[config.mk]
export PLATFORM = sky130hd
export DESIGN_NAME = jk_reg_bank
export DESIGN_NICKNAME = d
export VERILOG_FILES = /design/src/rtl/jk_reg_pkg.sv /design/src/rtl/jk_bit_cell.sv /design/src/rtl/jk_reg_bank.sv
export SDC_FILE = /design/constraint.sdc
export NUM_CORES = 1
export LEC_CHECK = 0
export BUFFER_PORTS_ARGS = -buffer_cell sky130_fd_sc_hd__buf_2
export CAP_MARGIN = 25
export CORE_MARGIN = 2
export CORE_UTILIZATION = 35
export CTS_CLUSTER_SIZE = 25
export DETAILED_ROUTE_END_ITERATION = 10
export SLEW_MARGIN = 30
export SYNTH_ARGS = -nofsm -noshare
export SYNTH_HDL_FRONTEND = slang
export SYNTH_SLANG_ARGS = --single-unit
[constraint.sdc]
create_clock -name clk -period 4.5 [get_ports clk]
set_clock_uncertainty 0.15 [all_clocks]
set_input_delay 0.225 -clock clk [delete_from_list [all_inputs] [get_ports clk]]
set_output_delay 0.225 -clock clk [all_outputs]
set_load 0.005 [all_outputs]
[src/rtl/jk_reg_pkg.sv]
// Package jk_reg_pkg
//  Shared types and constants for the JK register bank.
//  - jk_mode_t    : bank operating mode (HOLD, JK, LOAD, COUNT)
//  - JK_ACT_*     : per-bit {j,k} action encodings used by jk_bit_cell
package jk_reg_pkg;

  typedef enum logic [1:0] {
    JK_HOLD  = 2'b00,
    JK_JK    = 2'b01,
    JK_LOAD  = 2'b10,
    JK_COUNT = 2'b11
  } jk_mode_t;

  localparam logic [1:0] JK_ACT_HOLD   = 2'b00;
  localparam logic [1:0] JK_ACT_CLEAR  = 2'b01;
  localparam logic [1:0] JK_ACT_SET    = 2'b10;
  localparam logic [1:0] JK_ACT_TOGGLE = 2'b11;

endpackage

[src/rtl/jk_bit_cell.sv]
// Module jk_bit_cell
//  A single JK flip-flop with synchronous active-low reset and clock enable.
//  Ports:
//    clk     in  rising-edge clock
//    rst_n   in  synchronous reset, active-low (loads rst_val)
//    en      in  clock enable; 0 holds state
//    j, k    in  JK inputs: 00 hold, 01 clear, 10 set, 11 toggle
//    rst_val in  value loaded on reset
//    q       out flip-flop state
module jk_bit_cell
  import jk_reg_pkg::*;
(
  input  logic clk,
  input  logic rst_n,
  input  logic en,
  input  logic j,
  input  logic k,
  input  logic rst_val,
  output logic q
);

  logic q_reg;

  always_ff @(posedge clk) begin
    if (!rst_n) begin
      q_reg <= rst_val;
    end else if (en) begin
      case ({j, k})
        JK_ACT_HOLD:   q_reg <= q_reg;
        JK_ACT_CLEAR:  q_reg <= 1'b0;
        JK_ACT_SET:    q_reg <= 1'b1;
        JK_ACT_TOGGLE: q_reg <= ~q_reg;
      endcase
    end
  end

  assign q = q_reg;

endmodule

[src/rtl/jk_reg_bank.sv]
// Module jk_reg_bank
//  WIDTH-bit bank of JK flip-flops with a mode select: HOLD, per-bit JK,
//  parallel LOAD, or synchronous up/down COUNT built from JK toggle terms.
//  Optional macro JKREG_SATURATE_EN: when defined, COUNT mode stops at the
//  terminal count (all-ones up / zero down) instead of wrapping.
//  Ports:
//    clk      in   rising-edge clock
//    rst_n    in   synchronous reset, active-low (q <= RESET_VAL)
//    en       in   global enable; 0 holds all state
//    mode     in   00 HOLD, 01 JK, 10 LOAD, 11 COUNT
//    j, k     in   per-bit JK inputs (JK mode)
//    d        in   parallel load data (LOAD mode)
//    up       in   count direction, 1 = up (COUNT mode)
//    q        out  register state
//    qb       out  ~q, combinational
//    tc       out  terminal count, combinational
//    changed  out  registered; high one cycle after any q bit changed
module jk_reg_bank
  import jk_reg_pkg::*;
#(
  parameter int                 WIDTH     = 4,
  parameter logic [WIDTH-1:0]   RESET_VAL = '0
) (
  input  logic             clk,
  input  logic             rst_n,
  input  logic             en,
  input  logic [1:0]       mode,
  input  logic [WIDTH-1:0] j,
  input  logic [WIDTH-1:0] k,
  input  logic [WIDTH-1:0] d,
  input  logic             up,
  output logic [WIDTH-1:0] q,
  output logic [WIDTH-1:0] qb,
  output logic             tc,
  output logic             changed
);

  jk_mode_t         mode_sel;
  logic [WIDTH-1:0] q_bits;
  logic [WIDTH-1:0] j_cell;
  logic [WIDTH-1:0] k_cell;
  logic [WIDTH-1:0] toggle_raw;
  logic [WIDTH-1:0] toggle;
  logic [WIDTH-1:0] q_next;
  // ones_below[i] / zeros_below[i]: all bits below i are 1 / 0.
  // Index WIDTH covers the whole word and doubles as the terminal-count term.
  logic [WIDTH:0]   ones_below;
  logic [WIDTH:0]   zeros_below;
  logic             changed_reg;

  assign mode_sel       = jk_mode_t'(mode);
  assign ones_below[0]  = 1'b1;
  assign zeros_below[0] = 1'b1;

  genvar gi;
  generate
    for (gi = 0; gi < WIDTH; gi++) begin : g_bit
      assign ones_below[gi+1]  = ones_below[gi] & q_bits[gi];
      assign zeros_below[gi+1] = zeros_below[gi] & ~q_bits[gi];
      assign toggle_raw[gi]    = up ? ones_below[gi] : zeros_below[gi];

      jk_bit_cell u_cell (
        .clk     (clk),
        .rst_n   (rst_n),
        .en      (en),
        .j       (j_cell[gi]),
        .k       (k_cell[gi]),
        .rst_val (RESET_VAL[gi]),
        .q       (q_bits[gi])
      );
    end
  endgenerate

  assign tc = en & (mode_sel == JK_COUNT) &
              (up ? ones_below[WIDTH] : zeros_below[WIDTH]);

`ifdef JKREG_SATURATE_EN
  // At the terminal count all toggles are masked, so the bank sits still.
  assign toggle = toggle_raw & {WIDTH{~tc}};
`else
  assign toggle = toggle_raw;
`endif

  // Map the bank mode onto per-cell JK inputs.
  always_comb begin
    j_cell = '0;
    k_cell = '0;
    case (mode_sel)
      JK_HOLD: begin
        j_cell = '0;
        k_cell = '0;
      end
      JK_JK: begin
        j_cell = j;
        k_cell = k;
      end
      JK_LOAD: begin
        j_cell = d;
        k_cell = ~d;
      end
      JK_COUNT: begin
        j_cell = toggle;
        k_cell = toggle;
      end
    endcase
  end

  // JK characteristic equation, mirrored here so the bank can see the next
  // state for the change flag without the cells exporting it.
  assign q_next = (j_cell & ~q_bits) | (~k_cell & q_bits);

  always_ff @(posedge clk) begin
    if (!rst_n) begin
      changed_reg <= 1'b0;
    end else begin
      changed_reg <= en && (q_next != q_bits);
    end
  end

  assign q       = q_bits;
  assign qb      = ~q_bits;
  assign changed = changed_reg;

endmodule

== Word level (Yosys, flattened, before mapping) ==
Index checks and enable logic that the tools add are counted.
Widths: inputs -> output; s select.
Word-level totals
  bits of input ports: 18
  register bits after elaboration: 5
  RAM bits: 0
  latch bits: 0
  memories kept: 0
  output and inout bits: 10
  logic and storage cells: 63
  memory bits (read-only): 0
Cells by class
  eq/ne operators: 16
  multipliers: 0
  mux-type cells: 10
  $lt $le $gt $ge: 0
  shifts and indexed selects: 0
  bitwise gates (word level): 22
  div/mod/pow operators: 0
  reduce and logical (&&, ||, !) cells: 10
  add/sub/neg operators: 0
Operator list (number)
  $pmux 4 s4: 2
  $eq 2x2->1 const B: 10
  $not 4->4: 3
  $pmux 1 s3: 4
  $eq 2x1->1 const B: 5
  $logic_not 2->1: 5
  $and 1x1->1: 8
  $and 4x4->4: 2
  $not 1->1: 8
  $reduce_and 2->1: 4
  $mux 1: 4
  $ne 4x4->1: 1
  $or 4x4->4: 1
  $logic_and 1x1->1: 1

== Depth between registers and ports, before layout ==
  word-level depth: 10
  mapped depth: 5
  gate-level depth less buffers: 4

== Hierarchy ==
A second synthesis with hierarchy kept.
Unflattened totals
  cells, all modules: 73
  area total of the unflattened synthesis: 603.1 um2
By module, submodules not included
  jk_reg_bank: cells each 53, area an instance 357.8 um2, times used 1
  jk_bit_cell: cells each 5, area an instance 61.3 um2, times used 4

== Worst setup path before layout ==
No wires, ideal clock.
  path kind: flip-flop to output port
  start: register g_bit[0].u_cell.q_reg
  end: output port tc
  cell stages (with the launch flop): 5
  setup slack: 2.825 ns
  data arrival time: 1.300 ns
  path buffers: 1
  cells stage by stage: dfxtp_1 -> buf_6 -> or4_4 -> a21oi_2 -> and3_2
Between the ends
  cells in the longest elaborated chain, start to end: 6
  elaborated cells between the ends (all ways): 9
  classes of those cells: 1 x mux; 8 x bitwise
Ends and longest elaborated chain
  start: declaration: RTL line jk_bit_cell.sv:22  | logic q_reg;
  start signal: assignment: RTL line jk_bit_cell.sv:26  | q_reg <= rst_val;
  start signal: assignment: RTL line jk_bit_cell.sv:29  | JK_ACT_HOLD: q_reg <= q_reg;
  start signal: assignment: RTL line jk_bit_cell.sv:32  | JK_ACT_TOGGLE: q_reg <= ~q_reg;
  $not 1->1: RTL line jk_reg_bank.sv:59  | assign zeros_below[gi+1] = zeros_below[gi] & ~q_bits[gi];
  $and 1x1->1 (3 in a row): RTL line jk_reg_bank.sv:59
  $mux 1 *: RTL line jk_reg_bank.sv:75  | (up ? ones_below[WIDTH] : zeros_below[WIDTH]);
  $and 1x1->1 *: RTL line jk_reg_bank.sv:74  | assign tc = en & (mode_sel == JK_COUNT) &
  end: declaration: RTL line jk_reg_bank.sv:34  | output logic tc,
Every way passes the cells marked *; elsewhere a longest branch is shown, timed or not.

== Worst setup path after layout ==
Ends and elaborated chain as after synthesis.

==> reports/qor.txt <==
num rows - 14
sequential area share after synthesis - 0.184
IO Port Bufs - 27
leakage power total - 0.297 nW
vias after detailed routing - 621
drt initial violations - 19
die height - 43.4 um
Min Clock Period, post-route - 2.05 ns
WS Path Type - reg -> out
placed instance area - 642 um^2
post-CTS setup buffer count - 0
Placer Congestion - 0.819
most frequent cell after synthesis - inv_1
largest net degree at the start of global routing - 16
Synth Cell Area - 543 um^2
CTS Hold Bufs - 0
post-CTS sizing - 0
grt ovf - 0
Root Driver - clkbuf_4
hold depth - 2
critical path's largest stage delay - 0.56 ns
clock slew at reported path FFs - 0.05 ns
vias in the first global route - 548
CP Max Fanout - 10
initial antenna violation count - 0
Fmax - 487 MHz
total power - 0.163 mW
hold_ws - 0.106 ns
Synth async-reset ratio - 0
Top Layer Used - met3
area fraction of the dominant cell type after synthesis - 0.184
area occupied by multi-input gates - 364 um^2
CP required - 4.12 ns
setup TNS - 0 ns
pre-CTS WS - 2.72 ns
WP data arrival - 1.68 ns
layout filler cell count - 167
Post-Layout Inst Area - 668 um^2
Commonest cells post-synth - 6 x inv_1, 5 x buf_4, 5 x dfxtp_1, 5 x nand2_1, 4 x a21oi_1
slowest CP cell - or4_4
crit share post-route - 0.456
max reg flops - 4
Area growth syn-to-layout - 23.0%
synthesized instance count - 72
ant diodes - 0
R2R cell count - 4
Core ar. - 1470 um^2
EDFF count, synth - 0
Die X - 43.4 um
worst vdd ir - 0.133 mV
Top Ports - 28
worst slew pin tran - 0.357 ns
Final WS setup - 2.45 ns
initial core utilization - 0.369
Mean Syn Cell Area - 7.54 um^2
Final Hold Viols - 0
Num CTS Buffers - 3
final core utilization - 0.454
DP HPWL - 1100 um
number of max-cap violations - 0
routed vias/inst - 5.59
status - complete, no violations
predominant post-synthesis flop cell - dfxtp_1
#FFs+latches synth - 5
layout cells sized above 1 - 0.358
WL met3 - 100 um
Total Nets Final - 114
Startpoint Class - register
Skew-Pair Late Insertion Delay - 0.24 ns
Wirelength per Cell - 13.0 um
Routed WL - 1440 um
crit path cell chain - or4_4 -> a21oi_2 -> and3_2 -> buf_2
Routed Antenna Nets - 0
met2 routed WL - 644 um
Placed Instances - 107
first-pass GRT wire length - 2440 um
Longest Clk Path Bufs - 2
pwr dens - 243 nW/um^2
first drt pass iteration count - 4
non-filler cells, final - 111
DIE AREA - 1880 um^2
WL met1 - 693 um
# setup viols final - 0
Crit. End Element - output port
synth top area cells - dfxtp_1 18%, buf_4 6.9%, a22oi_1 4.1%
Slew Viols, Final - 0
drt drc - 0
Register Area - 100 um^2
TritonCTS clock tree - built
area leader, netlist - dfxtp_1
slew margin rel. - 0.762
RSZ-0062 raised after global routing - no
Netlist cell types - 37
all-layer global routing usage - 0.170
synth warn - 0
Mapped Nets - 90
HP Class - in -> reg
H-tree Lvls - 1
clock sink count - 5
layout by cell type, fill, tap and decap left out, types with 2 or more instances in the layout:
cell type | netlist | routed
nand3_1 | 2 | 2
o221ai_1 | 2 | 2
and3_2 | 2 | 2
o21ai_0 | 3 | 3
a22oi_1 | 3 | 3
inv_1 | 6 | 6
clkbuf_4 | 0 | 3
a22o_1 | 2 | 2
nor2b_1 | 2 | 2
nand2_1 | 5 | 5
nor2_1 | 3 | 3
a21oi_1 | 4 | 4
dfxtp_1 | 5 | 5
buf_2 | 0 | 27
nand2b_1 | 3 | 3
xnor2_1 | 2 | 2
kinds of logic after synthesis:
logic type	share of synthesized area
buffers and inverters	0.145
xor gates and xnor gates	0.0323
and+or+nand+nor	0.242
AOI/OAI and AO/OA	0.396
DFF	0.184
path summary, 6_finish.rpt:
kind / slack, ns / endpoint / startpoint
worst max-delay path: 2.45 / tc / g_bit[0].u_cell.q$_SDFFE_PN0P_
worst min-delay path: 0.11 / g_bit[0].u_cell.q$_SDFFE_PN0P_ / rst_n
worst max register to register: 2.83 / g_bit[2].u_cell.q$_SDFFE_PN0P_ / g_bit[0].u_cell.q$_SDFFE_PN0P_
worst min register to register: 0.41 / g_bit[3].u_cell.q$_SDFFE_PN0P_ / g_bit[3].u_cell.q$_SDFFE_PN0P_
critical path: cells and delay by family, from the launching register on:
kind | cells | cell delay, ns
AO/OA/AOI/OAI | 1 | 0.18
buffers and inverters | 1 | 0.10
flip-flops | 1 | 0.40
AND/OR/NAND/NOR | 2 | 0.75
power by group:
group / internal [mW] / switching, mW / total, mW
logic: 0.0277 / 0.0261 / 0.0538
registers: 0.0483 / 0.00693 / 0.0553
clock network: 0.0336 / 0.0198 / 0.0534
total: 0.110 / 0.0529 / 0.163
routing by layer:
layer	global-route usage	up-vias
met1	0.251	283
li1	-	315
met2	0.242	23
met5	0	-
met3	0.0292	0
met4	0.0727	0
layout make-up:
class,count,share of cell area
clock buffer,4,0.0393
inverter,6,0.0337
multi-input combinational,53,0.545
sequential,5,0.150
tap,16,0.0300
timing repair buffer,27,0.202
Power figures use the tool's default switching activity.
